==> src/rtl/loader_pkg.sv <==
// loader_pkg: region map types, default address map and FSM encoding
// shared by the ROM region loader and its address decoder
package loader_pkg;

  localparam int MAX_REGIONS = 9;

  typedef struct packed {
    logic [31:0] base;
    logic [31:0] size;
  } region_t;

  typedef region_t [0:MAX_REGIONS-1] region_map_t;

  localparam region_map_t LOADER_MAP = '{
    '{base: 32'h0000_0000, size: 32'h0010_0000},
    '{base: 32'h0010_0000, size: 32'h0000_4000},
    '{base: 32'h0010_4000, size: 32'h0000_4000},
    '{base: 32'h0010_8000, size: 32'h0000_2000},
    '{base: 32'h0010_A000, size: 32'h0000_2000},
    '{base: 32'h0010_C000, size: 32'h0000_1000},
    '{base: 32'h0010_D000, size: 32'h0000_1000},
    '{base: 32'h0000_0000, size: 32'h0000_0000},
    '{base: 32'h0000_0000, size: 32'h0000_0000}
  };

  typedef enum logic [1:0] {
    S_IDLE,
    S_PAIR,
    S_WRITE,
    S_FLUSH
  } state_t;

endpackage

==> src/rtl/loader_region_decode.sv <==
// loader_region_decode: combinational byte address to region lookup
// entry 0 is SDRAM, entry k+1 is BRAM k; first matching entry wins
module loader_region_decode
  import loader_pkg::*;
#(
  parameter int          NUM_BRAM = 6,
  parameter int          ADDR_W   = 25,
  parameter int          BRAM_AW  = 20,
  parameter region_map_t REGIONS  = LOADER_MAP
) (
  input  logic [ADDR_W-1:0]   addr_i,
  output logic                hit_o,
  output logic                sdr_o,
  output logic [NUM_BRAM-1:0] sel_o,
  output logic [BRAM_AW-1:0]  off_o
);

  logic [32:0] a;
  logic [32:0] lo;
  logic [32:0] hi;

  // scan high to low so the lowest matching entry has the last word
  always_comb begin
    a     = 33'(addr_i);
    lo    = '0;
    hi    = '0;
    hit_o = 1'b0;
    sdr_o = 1'b0;
    sel_o = '0;
    off_o = '0;
    for (int i = NUM_BRAM; i >= 0; i--) begin
      lo = {1'b0, REGIONS[i].base};
      hi = lo + {1'b0, REGIONS[i].size};
      if (a >= lo && a < hi) begin
        hit_o = 1'b1;
        sdr_o = (i == 0);
        sel_o = NUM_BRAM'((1 << i) >> 1);
        off_o = BRAM_AW'(a - lo);
      end
    end
  end

endmodule

==> src/rtl/rom_region_loader.sv <==
// rom_region_loader: steers ioctl download bytes into SDRAM words
// or BRAM regions, pairing SDRAM bytes into 16-bit writes
module rom_region_loader
  import loader_pkg::*;
#(
  parameter int          NUM_BRAM = 6,
  parameter int          ADDR_W   = 25,
  parameter int          BRAM_AW  = 20,
  parameter region_map_t REGIONS  = LOADER_MAP
) (
  input  logic                clk,
  input  logic                reset,
  input  logic                ioctl_download,
  input  logic                ioctl_wr,
  input  logic [ADDR_W-1:0]   ioctl_addr,
  input  logic [7:0]          ioctl_data,
  output logic                ioctl_wait,
  output logic [ADDR_W-1:0]   sdr_addr,
  output logic [15:0]         sdr_data,
  output logic [1:0]          sdr_be,
  output logic                sdr_req,
  input  logic                sdr_rdy,
  output logic [BRAM_AW-1:0]  bram_addr,
  output logic [7:0]          bram_data,
  output logic [NUM_BRAM-1:0] bram_cs,
  output logic                bram_wr,
  output logic                done,
  output logic                err,
  output logic [ADDR_W-1:0]   byte_count
);

  state_t              state_q, state_d;
  logic                skid_v_q, skid_v_d;
  logic [ADDR_W-1:0]   skid_addr_q, skid_addr_d;
  logic [7:0]          skid_data_q, skid_data_d;
  logic [ADDR_W-1:0]   sdr_addr_q, sdr_addr_d;
  logic [15:0]         sdr_data_q, sdr_data_d;
  logic [1:0]          sdr_be_q, sdr_be_d;
  logic                bram_wr_q, bram_wr_d;
  logic [NUM_BRAM-1:0] bram_cs_q, bram_cs_d;
  logic [BRAM_AW-1:0]  bram_addr_q, bram_addr_d;
  logic [7:0]          bram_data_q, bram_data_d;
  logic                done_q, done_d;
  logic                err_q, err_d;
  logic [ADDR_W-1:0]   cnt_q, cnt_d;
  logic                armed_q, armed_d;
  logic                dl_q;

  logic                in_v;
  logic                busy;
  logic                free;
  logic                pair;
  logic                acc;
  logic                dl_rise;
  logic                same_w;
  logic [ADDR_W-1:0]   src_addr;
  logic [7:0]          src_data;
  logic                dec_hit;
  logic                dec_sdr;
  logic [NUM_BRAM-1:0] dec_sel;
  logic [BRAM_AW-1:0]  dec_off;

  assign in_v    = ioctl_download & ioctl_wr;
  assign busy    = (state_q == S_WRITE) | (state_q == S_FLUSH);
  assign free    = ~busy | sdr_rdy;
  assign pair    = (state_q == S_PAIR);
  assign dl_rise = ioctl_download & ~dl_q;
  assign same_w  = src_addr[ADDR_W-1:1] == sdr_addr_q[ADDR_W-1:1];

  // a parked byte goes ahead of anything new so order is kept
  always_comb begin
    src_addr = skid_v_q ? skid_addr_q : ioctl_addr;
    src_data = skid_v_q ? skid_data_q : ioctl_data;
  end

  loader_region_decode #(
    .NUM_BRAM (NUM_BRAM),
    .ADDR_W   (ADDR_W),
    .BRAM_AW  (BRAM_AW),
    .REGIONS  (REGIONS)
  ) u_dec (
    .addr_i (src_addr),
    .hit_o  (dec_hit),
    .sdr_o  (dec_sdr),
    .sel_o  (dec_sel),
    .off_o  (dec_off)
  );

  // state and datapath registers
  always_ff @(posedge clk) begin
    if (reset) begin
      state_q     <= S_IDLE;
      skid_v_q    <= 1'b0;
      skid_addr_q <= '0;
      skid_data_q <= '0;
      sdr_addr_q  <= '0;
      sdr_data_q  <= '0;
      sdr_be_q    <= '0;
      bram_wr_q   <= 1'b0;
      bram_cs_q   <= '0;
      bram_addr_q <= '0;
      bram_data_q <= '0;
      done_q      <= 1'b0;
      err_q       <= 1'b0;
      cnt_q       <= '0;
      armed_q     <= 1'b0;
      dl_q        <= 1'b0;
    end else begin
      state_q     <= state_d;
      skid_v_q    <= skid_v_d;
      skid_addr_q <= skid_addr_d;
      skid_data_q <= skid_data_d;
      sdr_addr_q  <= sdr_addr_d;
      sdr_data_q  <= sdr_data_d;
      sdr_be_q    <= sdr_be_d;
      bram_wr_q   <= bram_wr_d;
      bram_cs_q   <= bram_cs_d;
      bram_addr_q <= bram_addr_d;
      bram_data_q <= bram_data_d;
      done_q      <= done_d;
      err_q       <= err_d;
      cnt_q       <= cnt_d;
      armed_q     <= armed_d;
      dl_q        <= ioctl_download;
    end
  end

  // next state: a completing write frees the engine on the same edge
  always_comb begin
    state_d     = state_q;
    skid_v_d    = skid_v_q;
    skid_addr_d = skid_addr_q;
    skid_data_d = skid_data_q;
    sdr_addr_d  = sdr_addr_q;
    sdr_data_d  = sdr_data_q;
    sdr_be_d    = sdr_be_q;
    bram_wr_d   = 1'b0;
    bram_cs_d   = '0;
    bram_addr_d = bram_addr_q;
    bram_data_d = bram_data_q;
    err_d       = dl_rise ? 1'b0 : err_q;
    cnt_d       = dl_rise ? '0 : cnt_q;
    acc         = 1'b0;
    if (busy & sdr_rdy) state_d = S_IDLE;
    if (!free) begin
      if (in_v & skid_v_q) begin
        err_d = 1'b1;
      end else if (in_v) begin
        skid_v_d    = 1'b1;
        skid_addr_d = ioctl_addr;
        skid_data_d = ioctl_data;
      end
    end else begin
      if (in_v & skid_v_q) err_d = 1'b1;
      skid_v_d = 1'b0;
      if (skid_v_q | in_v) begin
        if (!dec_hit) begin
          err_d = 1'b1;
        end else if (pair & (~dec_sdr | ~src_addr[0] | ~same_w)) begin
          state_d     = S_FLUSH;
          sdr_be_d    = 2'b01;
          skid_v_d    = 1'b1;
          skid_addr_d = src_addr;
          skid_data_d = src_data;
        end else if (!dec_sdr) begin
          bram_wr_d   = 1'b1;
          bram_cs_d   = dec_sel;
          bram_addr_d = dec_off;
          bram_data_d = src_data;
          acc         = 1'b1;
        end else if (pair) begin
          state_d          = S_WRITE;
          sdr_data_d[15:8] = src_data;
          sdr_be_d         = 2'b11;
          acc              = 1'b1;
        end else if (src_addr[0]) begin
          state_d    = S_WRITE;
          sdr_addr_d = {src_addr[ADDR_W-1:1], 1'b0};
          sdr_data_d = {src_data, 8'h00};
          sdr_be_d   = 2'b10;
          acc        = 1'b1;
        end else begin
          state_d    = S_PAIR;
          sdr_addr_d = src_addr;
          sdr_data_d = {8'h00, src_data};
          sdr_be_d   = 2'b00;
          acc        = 1'b1;
        end
      end else if (pair & ~ioctl_download) begin
        state_d  = S_FLUSH;
        sdr_be_d = 2'b01;
      end
    end
    if (acc) cnt_d = cnt_d + ADDR_W'(1);
    done_d  = armed_q & ~ioctl_download &
              (state_q == S_IDLE) & ~skid_v_q;
    armed_d = ioctl_download | (armed_q & ~done_d);
  end

  // outputs decoded from state
  always_comb begin
    ioctl_wait = busy | skid_v_q;
    sdr_req    = busy;
  end

  assign sdr_addr   = sdr_addr_q;
  assign sdr_data   = sdr_data_q;
  assign sdr_be     = sdr_be_q;
  assign bram_wr    = bram_wr_q;
  assign bram_cs    = bram_cs_q;
  assign bram_addr  = bram_addr_q;
  assign bram_data  = bram_data_q;
  assign done       = done_q;
  assign err        = err_q;
  assign byte_count = cnt_q;

endmodule

==> config.mk <==
export PLATFORM = sky130hd
export DESIGN_NAME = rom_region_loader
export DESIGN_NICKNAME = d
export VERILOG_FILES = /design/src/rtl/loader_pkg.sv /design/src/rtl/loader_region_decode.sv /design/src/rtl/rom_region_loader.sv
export SDC_FILE = /design/constraint.sdc
export NUM_CORES = 1
export LEC_CHECK = 0
export ABC_AREA = 1
export CORE_AREA = 2 2 172 174
export CTS_CLUSTER_SIZE = 16
export DETAILED_ROUTE_END_ITERATION = 12
export DIE_AREA = 0 0 174 176
export GPL_ROUTABILITY_DRIVEN = 0
export SLEW_MARGIN = 0
export SYNTH_ARGS = -nofsm -noshare
export SYNTH_HDL_FRONTEND = slang
export SYNTH_SLANG_ARGS = --single-unit
export TNS_END_PERCENT = 100
==> constraint.sdc <==
create_clock -name clk -period 4.5 [get_ports clk]
set_input_delay 0.675 -clock clk [delete_from_list [all_inputs] [get_ports clk]]
set_output_delay 0.675 -clock clk [all_outputs]
set_load 0.01 [all_outputs]
==> reports/qor.csv <==
metric,value,unit
Area Growth Syn to Fin,27.2,%
Pins Over Slew Limit,0,
I/O pin total,145,
vias per cell,4.63,
Total GRT Usage,0.174,
Post-Route M1 WL,12900,microns
clock skew,11.4,ps
setup_tns,0,ps
worst rel slew slack,0.379,
"count leader, synth",nand2_1,
synth top area cells,"dfxtp_1 33%, nand2_1 17%, nor2_1 8.4%, inv_1 7.7%, a21oi_1 5.6%",
# resized after CTS,0,
Core Rows,62,
Yosys Warn Count,0,
routed wl met3,1290,microns
Hold Path Cell Cnt,2,
CTS tree,done,
Met2 Wirelength,12600,microns
Final setup viols,0,
"EDFF count, synth",0,
Yosys top cell area share,0.332,
most common flop cell mapped by yosys,dfxtp_1,
Syn Nets,1406,
VDD IR max,0.000229,V
Antenna diodes,0,
drt first pass iters,5,
IO Port Bufs,143,
Detailed Route WL,27100,microns
H-tree lvl count,4,
Die H,176,microns
syn_area_per_cell,6.33,sq um
die width,174,microns
worst-path fanout max,31,
clk slew on worst S/H paths,60,ps
crit path capture type,flip-flop,
clock tree buffer depth,2,
max-cap violations,0,
register area share after synthesis,0.332,
final core utilization,0.381,
Worst-Margin Slew,932,ps
Top Metal Used,met4,
synthesis-stage register bit count,142,
power per cell area,280,mW/mm^2
Root Buffer,clkbuf_16,
Core Footprint,0.0285,sq mm
Post-Synthesis Cells,1352,
initial core utilization,0.300,
Worst-Skew Late Latency,420,ps
total die area,0.0306,sq mm
Num CTS Buffers,17,
Final min period,3740,ps
Post-route DRC,0,
grt ovf,0,
Hold Crit Class,reg2reg,
post-synthesis async set-or-reset flop share,0,
Achievable Freq,0.267,GHz
crit start category,flip-flop,
post-route ant nets,0,
status,completed,
DP Wirelength,20200,microns
initial DRC count,798,
Register-to-Register Path Depth,17,
leak pwr,4.60,nW
"Cell Area, Synth",0.00856,sq mm
Synth top cells by count,"378 x nand2_1, 191 x nor2_1, 175 x inv_1",
crit share post-route,0.831,
wire length per cell,14.5,microns
via count,8644,
share of layout cells above drive strength 1,0.0715,
RSZ-0062 raised after global routing,false,
# hold bufs at CTS,0,
final hold violation count,0,
"Distinct cells, synth",44,
"Setup Fix Bufs, Post-CTS",0,
"Arr. time, crit path",4010,ps
first-pass GRT wire length,42400,microns
CTS Sinks,142,
leading area contributor after synthesis,dfxtp_1,
WP data required,4770,ps
final net count,1524,
initial antenna violation count,0,
Hold Slack,443,ps
pin count of the biggest net entering global routing,70,
vias in the first global route,7929,
Crit Path Category,reg2reg,
==> metrics by stage <==
stage          power, mW  area [sq um]  worst slack (ps)  instances
2_1_floorplan       1.44          8560              1640       1352
3_3_place_gp        1.54         10200               640       1835
3_5_place_dp        1.54         10200               510       1835
4_1_cts             3.08         10900               771       1867
5_1_grt             3.16         10900               443       1867
6_report            3.05         10900               761       1867
==> registers in the layout, summed over array words and instances (netlist names) <==
register / count
byte_count: 25
skid_v_q: 1
done: 1
dl_q: 1
skid_addr_q: 25
bram_addr: 20
sdr_addr: 24
skid_data_q: 8
bram_wr: 1
sdr_data: 16
err: 1
state_q: 2
bram_cs: 6
armed_q: 1
sdr_be: 2
bram_data: 8
==> placed cells by master (no fill, tap or decap), types with 11 or more instances in the layout <==
cell | netlist | final
nand2_2 | 23 | 23
nand2_1 | 378 | 378
o21ai_0 | 88 | 88
nand3_1 | 36 | 36
xor2_1 | 34 | 34
a21oi_1 | 96 | 96
nor2_1 | 191 | 190
nand4_1 | 13 | 13
clkdlybuf4s50_1 | 0 | 142
clkbuf_16 | 0 | 17
buf_4 | 2 | 13
dfxtp_1 | 142 | 142
o21ai_1 | 11 | 11
inv_1 | 175 | 174
nor3_1 | 26 | 26
ha_1 | 16 | 16
==> cell families (layout without fill, tap and decap cells) <==
family,after synthesis,in the layout,synth area share
other,1,1,0.000438
and+or+nand+nor,692,692,0.342
AOI/OAI and AO/OA,216,216,0.136
buffers and inverters,243,374,0.122
DFF,142,142,0.332
adders and majority gates,16,16,0.0234
xor gates and xnor gates,42,42,0.0430
==> critical path, cell delays in order (launching register included) <==
cell and delay, ps:
dfxtp_1 740, buf_4 430, nand2_1 120, nand2_2 120
nand2_2 130, nor2_8 200, nand2_2 160, nor4_1 230
nand2_1 100, nor2_1 130, nand2_1 110, nand2_1 70
buf_4 190, nand2_2 130, nor2_8 380, inv_6 170
nand2_1 100, a21oi_1 60
==> layout make-up <==
class / instances / area, sq um
repair buffers: 157 / 1540
inverters: 185 / 704
flip-flops and latches: 142 / 2840
well taps: 384 / 480
clock inverters: 12 / 185
clock buffers: 20 / 447
fillers: 3128 / 17700
multi-input cells: 967 / 4680
==> worst paths after layout <==
| check | start | to | slack, ps |
|---|---|---|---|
| max | skid_v_q | byte_count[3] | 760 |
| min | bram_addr[17] | bram_addr[17] | 440 |
| max reg2reg | skid_v_q | byte_count[3] | 760 |
| min reg2reg | bram_addr[17] | bram_addr[17] | 440 |
==> power breakdown <==
group	total [mW]	internal [mW]	switching [mW]
Clock	1.53	0.949	0.583
Sequential	1.27	1.26	0.00445
Combinational	0.245	0.0866	0.158
==> metal layers <==
metal,vias up,track usage
li1,4442,-
met4,0,0.0469
met2,232,0.291
met1,3944,0.232
met3,26,0.0291
met5,-,0
No activity file was read; power rests on OpenSTA's default activity.
